--- config.mk ---
export PLATFORM = sky130hd
export DESIGN_NAME = fir_tap_sequencer
export DESIGN_NICKNAME = d
export VERILOG_FILES = /design/src/rtl/fir_pkg.sv /design/src/rtl/fir_delay_line.sv /design/src/rtl/fir_tap_sequencer.sv
export SDC_FILE = /design/constraint.sdc
export NUM_CORES = 1
export LEC_CHECK = 0
export CAP_MARGIN = 20
export CORE_MARGIN = 2
export CORE_UTILIZATION = 25
export DETAILED_ROUTE_END_ITERATION = 7
export HOLD_SLACK_MARGIN = 0.03
export PLACE_DENSITY_LB_ADDON = 0.1
export SYNTH_ARGS = -nofsm -noshare
export SYNTH_HDL_FRONTEND = slang
export SYNTH_SLANG_ARGS = --single-unit
--- constraint.sdc ---
create_clock -name clk -period 8.2 [get_ports clk]
set_clock_uncertainty 0.2 [all_clocks]
set_input_delay 0.82 -clock clk [delete_from_list [all_inputs] [get_ports clk]]
set_output_delay 0.82 -clock clk [all_outputs]
set_load 0.03 [all_outputs]
--- src/rtl/fir_pkg.sv ---
// Shared types and defaults for the accurate and approximate FIR variants.
package fir_pkg;

   localparam int NTAPS_DEFAULT = 6;
   localparam int WIDTH_DEFAULT = 32;

   typedef enum logic [1:0] {
      IDLE,
      MAC,
      DONE
   } state_t;

   typedef logic signed [WIDTH_DEFAULT-1:0] sample_t;

   // Bring-up taps; element 0 multiplies the newest sample.
   localparam logic [NTAPS_DEFAULT-1:0][WIDTH_DEFAULT-1:0] DEFAULT_COEF = {
      32'sd6, 32'sd5, 32'sd4, 32'sd3, 32'sd2, 32'sd1
   };

endpackage

--- src/rtl/fir_delay_line.sv ---
// Sample delay line: shift in at tap 0, synchronous clear, all taps exposed.
module fir_delay_line
   import fir_pkg::*;
#(
   parameter int NTAPS = NTAPS_DEFAULT,
   parameter int WIDTH = WIDTH_DEFAULT
) (
   input  logic                         clk,
   input  logic                         rst_n,
   input  logic                         i_shift,
   input  logic                         i_clear,
   input  logic signed [WIDTH-1:0]      i_data,
   output logic [NTAPS-1:0][WIDTH-1:0]  o_taps
);

   logic [NTAPS-1:0][WIDTH-1:0] r_taps;

   // Shift wins over clear; the controller never asserts both.
   always_ff @(posedge clk) begin
      if (!rst_n) begin
         r_taps <= '0;
      end else if (i_shift) begin
         r_taps <= {r_taps[NTAPS-2:0], i_data};
      end else if (i_clear) begin
         r_taps <= '0;
      end
   end

   assign o_taps = r_taps;

endmodule

--- src/rtl/fir_tap_sequencer.sv ---
// Time-multiplexed 6-tap FIR controller driving one shared external multiplier.
module fir_tap_sequencer
   import fir_pkg::*;
#(
   parameter int NTAPS = NTAPS_DEFAULT,
   parameter int WIDTH = WIDTH_DEFAULT,
   parameter logic [NTAPS-1:0][WIDTH-1:0] COEF = DEFAULT_COEF
) (
   input  logic                    clk,
   input  logic                    rst_n,
   input  logic                    in_valid,
   output logic                    in_ready,
   input  logic signed [WIDTH-1:0] in_data,
   input  logic                    clear,
   output logic signed [WIDTH-1:0] mul_a,
   output logic signed [WIDTH-1:0] mul_b,
   input  logic signed [WIDTH-1:0] mul_p,
   output logic                    out_valid,
   input  logic                    out_ready,
   output logic signed [WIDTH-1:0] out_data,
   output logic                    busy
);

   localparam int TW = $clog2(NTAPS);
   localparam logic [TW-1:0] LAST_TAP = TW'(NTAPS - 1);

   state_t                    r_state;
   logic [TW-1:0]             r_tap;
   logic signed [WIDTH-1:0]   r_acc;
   logic [NTAPS-1:0][WIDTH-1:0] w_taps;
   logic                      w_idle;
   logic                      w_mac;
   logic                      w_shift;
   logic                      w_clear;

   assign w_idle  = (r_state == IDLE);
   assign w_mac   = (r_state == MAC);
   assign w_shift = w_idle && in_valid;
   assign w_clear = w_idle && !in_valid && clear;

   fir_delay_line #(
      .NTAPS (NTAPS),
      .WIDTH (WIDTH)
   ) u_delay (
      .clk     (clk),
      .rst_n   (rst_n),
      .i_shift (w_shift),
      .i_clear (w_clear),
      .i_data  (in_data),
      .o_taps  (w_taps)
   );

   always_ff @(posedge clk) begin
      if (!rst_n) begin
         r_state <= IDLE;
         r_tap   <= '0;
         r_acc   <= '0;
      end else begin
         unique case (r_state)
            IDLE: begin
               if (in_valid) begin
                  r_tap   <= '0;
                  r_state <= MAC;
               end
            end
            MAC: begin
               // Tap 0 restarts the sum so no separate acc clear is needed.
               r_acc <= (r_tap == '0) ? mul_p : r_acc + mul_p;
               if (r_tap == LAST_TAP) begin
                  r_state <= DONE;
               end else begin
                  r_tap <= r_tap + 1'b1;
               end
            end
            DONE: begin
               if (out_ready) begin
                  r_state <= IDLE;
               end
            end
            default: r_state <= IDLE;
         endcase
      end
   end

   assign in_ready  = w_idle;
   assign busy      = w_mac;
   assign out_valid = (r_state == DONE);
   assign out_data  = r_acc;
   assign mul_a     = w_mac ? w_taps[r_tap] : '0;
   assign mul_b     = w_mac ? COEF[r_tap] : '0;

endmodule

# After elaboration in Yosys (flattened, before gate mapping)
# Memories as Yosys holds them, arrays and structs flattened. A register that Yosys moved wholly into a read port is not among the register bits.
# Cells that the tools add are included.
dict set report word_totals {
  in_bits 69
  rom_bits 256
  memories 1
  ff_bits 229
}
dict set report classes {
  addsub 2
  n_reduce_logical 10
  n_eq_ne 7
  n_mux 17
  magnitude_cmp 1
}
# memory words word_bits read_ports rd_clocked_by_memory_dff wr line
set memory_table {}
lappend memory_table {{(name not given)} 8 32 1 1 0 fir_tap_sequencer.sv:90} ;# assign mul_b = w_mac ? COEF[r_tap] : '0;
# cell count
set ops {}
lappend ops {{two-way mux 192 bit} 2}
lappend ops {{two-way mux 32 bit} 5}
lappend ops {{binary-select mux 32 bit (select 3 bit)} 1}
lappend ops {{adder 32 bit} 1}
lappend ops {{two-way mux 3 bit} 4}
lappend ops {{two-way mux 2 bit} 3}
lappend ops {{case mux 2 bit (3 select lines)} 1}
lappend ops {{case mux 3 bit (2 select lines)} 1}
lappend ops {{AND reduction 3 bit} 2}
lappend ops {{< comparator 3 x 4 -> 1 bit (second input constant)} 1}
lappend ops {{!= test 2 x 1 -> 1 bit (second input constant)} 2}
lappend ops {{!= test 2 bit (second input constant)} 2}
lappend ops {{nonzero test 2 bit} 2}
lappend ops {{adder 3 x 1 -> 3 bit (second input constant)} 1}
lappend ops {{== test 3 bit (second input constant)} 1}
lappend ops {{logical AND 1 bit} 3}
lappend ops {{logical NOT 3 bit} 1}
lappend ops {{== test 2 x 1 -> 1 bit (second input constant)} 1}
lappend ops {{== test 2 bit (second input constant)} 1}
lappend ops {{logical NOT 2 bit} 1}
lappend ops {{logical NOT 1 bit} 1}

# Depth between registers and ports, before layout
dict set report logic_depth {
  depth_word 5
  depth_mapped 12
}

# Cells and area by module
# Synthesis repeated with hierarchy kept, for this count alone.
dict set report hier_totals {
  hier_cells 1484
  area_unflattened_um2 12707.2
}
# mod cells_each n_inst seq_area_each_um2 area_each_um2
set modules_own_cells {}
lappend modules_own_cells {fir_delay_line 853 1 3843.7 7438.4}
lappend modules_own_cells {fir_tap_sequencer 631 1 800.8 5268.8}

# Least setup slack after synthesis
# No wires, ideal clock.
dict set report synth_path {
  kind {input to register}
  from {input port mul_p[0]}
  to {register r_acc[14], in the netlist out_data[14]}
  path_stages 11
  setup_ps 147
  arrival_time_ps 2882
  path_buffers 0
  t_required_ps 7853
  path_slack_ps 4971
  cell_sequence {ha_1 -> fa_1 -> a21o_1 -> a221oi_2 -> o21ai_1 -> nand3_1 -> nand2_1 -> a311o_1 -> and3_1 -> a21oi_1 -> a21oi_1}
}
dict set report synth_via {
  elab_chain_len 2
}
# item line
set synth_rtl {}
lappend synth_rtl {{start, declared} fir_tap_sequencer.sv:17} ;# input logic signed [WIDTH-1:0] mul_p,
lappend synth_rtl {{adder 32 bit} fir_tap_sequencer.sv:68} ;# r_acc <= (r_tap == '0) ? mul_p : r_acc + mul_p;
lappend synth_rtl {{two-way mux 32 bit} fir_tap_sequencer.sv:68}
lappend synth_rtl {{end signal, assigned} fir_tap_sequencer.sv:68}
lappend synth_rtl {{end, declared} fir_tap_sequencer.sv:29} ;# logic signed [WIDTH-1:0] r_acc;
# Every way passes these cells.
# A chain may end at the register's enable or synchronous reset.

# Worst setup path in the final report
dict set report layout_path {
  from {register r_tap[1]}
  to {output port mul_a[22]}
}
dict set report layout_via {
  elab_chain_len 3
}
# item line
set layout_rtl {}
lappend layout_rtl {{start, declared} fir_tap_sequencer.sv:28} ;# logic [TW-1:0] r_tap;
lappend layout_rtl {{start signal, assigned} fir_tap_sequencer.sv:72} ;# r_tap <= r_tap + 1'b1;
lappend layout_rtl {{binary-select mux 32 bit (select 3 bit)} fir_tap_sequencer.sv:89} ;# assign mul_a = w_mac ? w_taps[r_tap] : '0;
lappend layout_rtl {{two-way mux 32 bit (implied by the code)} fir_tap_sequencer.sv:89}
lappend layout_rtl {{two-way mux 32 bit} fir_tap_sequencer.sv:89}
lappend layout_rtl {{end, declared} fir_tap_sequencer.sv:15} ;# output logic signed [WIDTH-1:0] mul_a,
# Every way passes these cells. The select of a mux whose other input is x is not followed.

==> results.yml <==
clocking:
  cts_root_buffer: "clkbuf_16"
  post_cts_resized: 0
  path_clk_slew_ns: 0.06
  post-cts-setup-buffers: 0
  cts_buffers: 29
  cts_hold_buffers: 0
  clockBufferDepth: 3
  clock_latency_ns: 0.57
  ctsHtreeMaxLevel: 1
  cts_tree: "built"
  clock-sinks: 232
hold_path:
  worstHoldStart: "out_data[2]"
  min_path_type: "reg2reg"
  holdPathEnd: "out_data[2]"
  hold_depth: 2
floorplan:
  die-height_um: 218
  dieArea_um2: 47400
  start_util: 0.252
  core_um2: 45200
  fp.dieW_um: 218
  io_pins: 168
  rows: 78
synth:
  synthAdderAreaFrac: 0.0401
  avgSynthCellArea_um2: 8.95
  synthSimpleGateAreaFrac: 0.134
  synth_top_family_by_area: "compound AO/OA/AOI/OAI gates"
  synthTopCellsByArea: "dfxtp_1, a22oi_1, nor2_1, mux4_2, ha_1"
  yosys.area.top_type_share: 0.407
  synth_compound_area_frac: 0.244
  ys_top_cells_by_count: "nor2_1, dfxtp_1, a22oi_1"
  ys_seq_elements: 232
  synth_mux_area_frac: 0.0974
  netlist_instances: 1274
  yosys_most_used_dff: "dfxtp_1"
  synth-seq-area-share: 0.407
  synthXorXnorAreaFrac: 0.0169
  syn-cell-area_um2: 11400
  yosysMostFrequentCell: "nor2_1"
  synthArstFlopShare: 0
  yosysWarnings: 0
  yosysTopAreaCell: "dfxtp_1"
  synth_edf_count: 0
  synth_cell_types: 65
worst_setup_path:
  reg2reg_depth: 8
  regToRegSetupSlack_ns: 5.11
  cp_num_cells: 5
  worstPathArrival_ns: 3.31
  slowest_stage: "mux4_2"
  crit_path_start_kind: "flip-flop"
  critPathMaxStageDelay_ns: 0.63
  cp_top_family: "buffers and inverters"
  cp_data_required_time_ns: 7.18
  crit_fanout: 24
  path_buf_inv: 2
  crit_type: "reg2out"
  worstPathCellList: "buf_4 -> mux4_2 -> a22oi_1 -> nor2_1 -> clkdlybuf4s50_1"
  reg2reg_to: "out_data[28]"
  end_kind: "primary output"
  reg2reg_from: "r_tap[0]"
routing:
  final_antenna_net_count: 0
  routedLengthMet1_um: 17000
  route.detailed.drc: 0
  routedWlPerCell_um: 17.2
  dr.max_layer_used: "met5"
  routed_wirelength_um: 33900
  vias: 9724
  drt-pass1-iter-count: 5
  first_iter_violations: 641
  dr_wl_met3_um: 1620
  wl_met2_um: 14600
  via_per_inst: 4.93
power_and_ir_drop:
  power_density_nw_per_um2: 214
  vdd_drop_max_v: 0.000157
  p_leak_nw: 5.23
  power_mw: 3.03
layout:
  register_area_um2: 4650
  final_nets: 1454
  syn2layout_area_growth_pct: 24.1
  layout-drive-gt1-share: 0.107
  postLayoutCellArea_um2: 14200
  final_util: 0.313
  multi_input_area_um2: 6210
  nFillCells: 4718
status:
  status: "completed"
placed_design:
  gp_congestion: 0.812
  portBuffers: 138
  pre_cts_ws_ns: 4.18
  hpwl_um: 20600
  dpl_cell_area_um2: 13200
sta:
  fin_setup_tns_ns: 0
  finalHoldViolations: 0
  finalSetupViolations: 0
  max_slew.worst_pin.slew_ns: 1.07
  rsz0062_at_grt: "no"
  period_needed_ns: 4.33
  maxSlewHeadroom: 0.284
  fin_ws_ns: 3.87
  min_period_over_period: 0.528
  fmax_mhz: 231
  drv_slew: 0
global_route:
  grt_antenna_before_repair: 2
  grt_pass1_wl_um: 53100
  track_usage: 0.139
  grt_overflow_total: 0
  grt_max_degree: 193
  grt_pass1_vias: 9154
job:
  max_cap_viol_count: 0
## metrics by stage
| step | hold slack [ns] | std cells |
|---|---|---|
| floorplan | 0.260 | 1302 |
| global placement | 0.273 | 1918 |
| detailed placement | 0.278 | 1918 |
| CTS | 0.287 | 1970 |
| global route | 0.318 | 1970 |
| finish | 0.285 | 1971 |
## kinds of logic after synthesis
kind of cell / after synthesis
other cells: 1
fa+ha+maj: 36
flops: 232
mux: 67
buf+inv: 150
simple gates: 372
xor+xnor: 22
compound gates: 394
## registers in the layout, indices dropped and copies added (netlist names), named ones only
register        flops
r_tap               3
u_delay.o_taps    192
out_data           32
r_state             2
## area by class of cell
class | instances | area share
Sequential cell | 232 | 0.328
Antenna cell | 1 | 0.000177
Multi-Input combinational cell | 920 | 0.439
Timing Repair Buffer | 152 | 0.106
Clock buffer | 37 | 0.0555
Inverter | 14 | 0.00407
Tap cell | 600 | 0.0530
Clock inverter | 15 | 0.0141
## per-layer routing
| metal | vias up | global-route usage |
|---|---|---|
| met5 | - | 0 |
| met4 | 2 | 0.0317 |
| met3 | 39 | 0.0266 |
| met2 | 227 | 0.208 |
| met1 | 4706 | 0.204 |
| li1 | 4750 | - |
## tightest hold or removal path, stage by stage (launching register included)
cell,delay [ns]
dfxtp_1,0.33
nand2_1,0.06
a21oi_1,0.05
## worst max path at each step
stage                         from           end  slack, ns
after floorplan           mul_p[0]  out_data[14]       4.97
after global placement    mul_p[0]  out_data[28]       4.19
after detailed placement  mul_p[0]  out_data[28]       4.18
after CTS                 r_tap[1]      mul_a[2]       3.73
after global routing      r_tap[1]      mul_a[2]       3.55
final                     r_tap[1]     mul_a[22]       3.87
## power breakdown
group / internal (mW) / leakage [nW] / switching (mW)
Combinational: 0.191 / 2.87 / 0.313
Clock: 0.804 / 0.475 / 0.532
Sequential: 1.16 / 1.88 / 0.0266
## placed cells by master, fill, tap and decap left out, drive strengths merged, types with 3 or more instances in the layout
master,netlist,layout
a311oi,12,12
a21o,17,17
a21oi,67,67
and3,8,8
inv,14,15
and2,6,6
a22oi,226,226
ha,35,35
bufinv,0,4
conb,1,29
clkinvlp,0,4
clkbuf,98,37
mux2,32,32
nand2b,4,4
a21boi,3,3
nand3,16,16
mux2i,3,3
xor2,7,7
nand4,4,4
o221ai,3,3
xnor2,15,15
o21a,3,3
nor2,257,257
mux4,32,32
nor3b,3,3
o21bai,5,5
clkinv,0,6
a31oi,3,3
dfxtp,232,232
nand2,60,60
buf,38,14
o21ai,34,34
clkdlybuf4s50,0,138
Note: power is estimated with default switching activity, not from simulation.
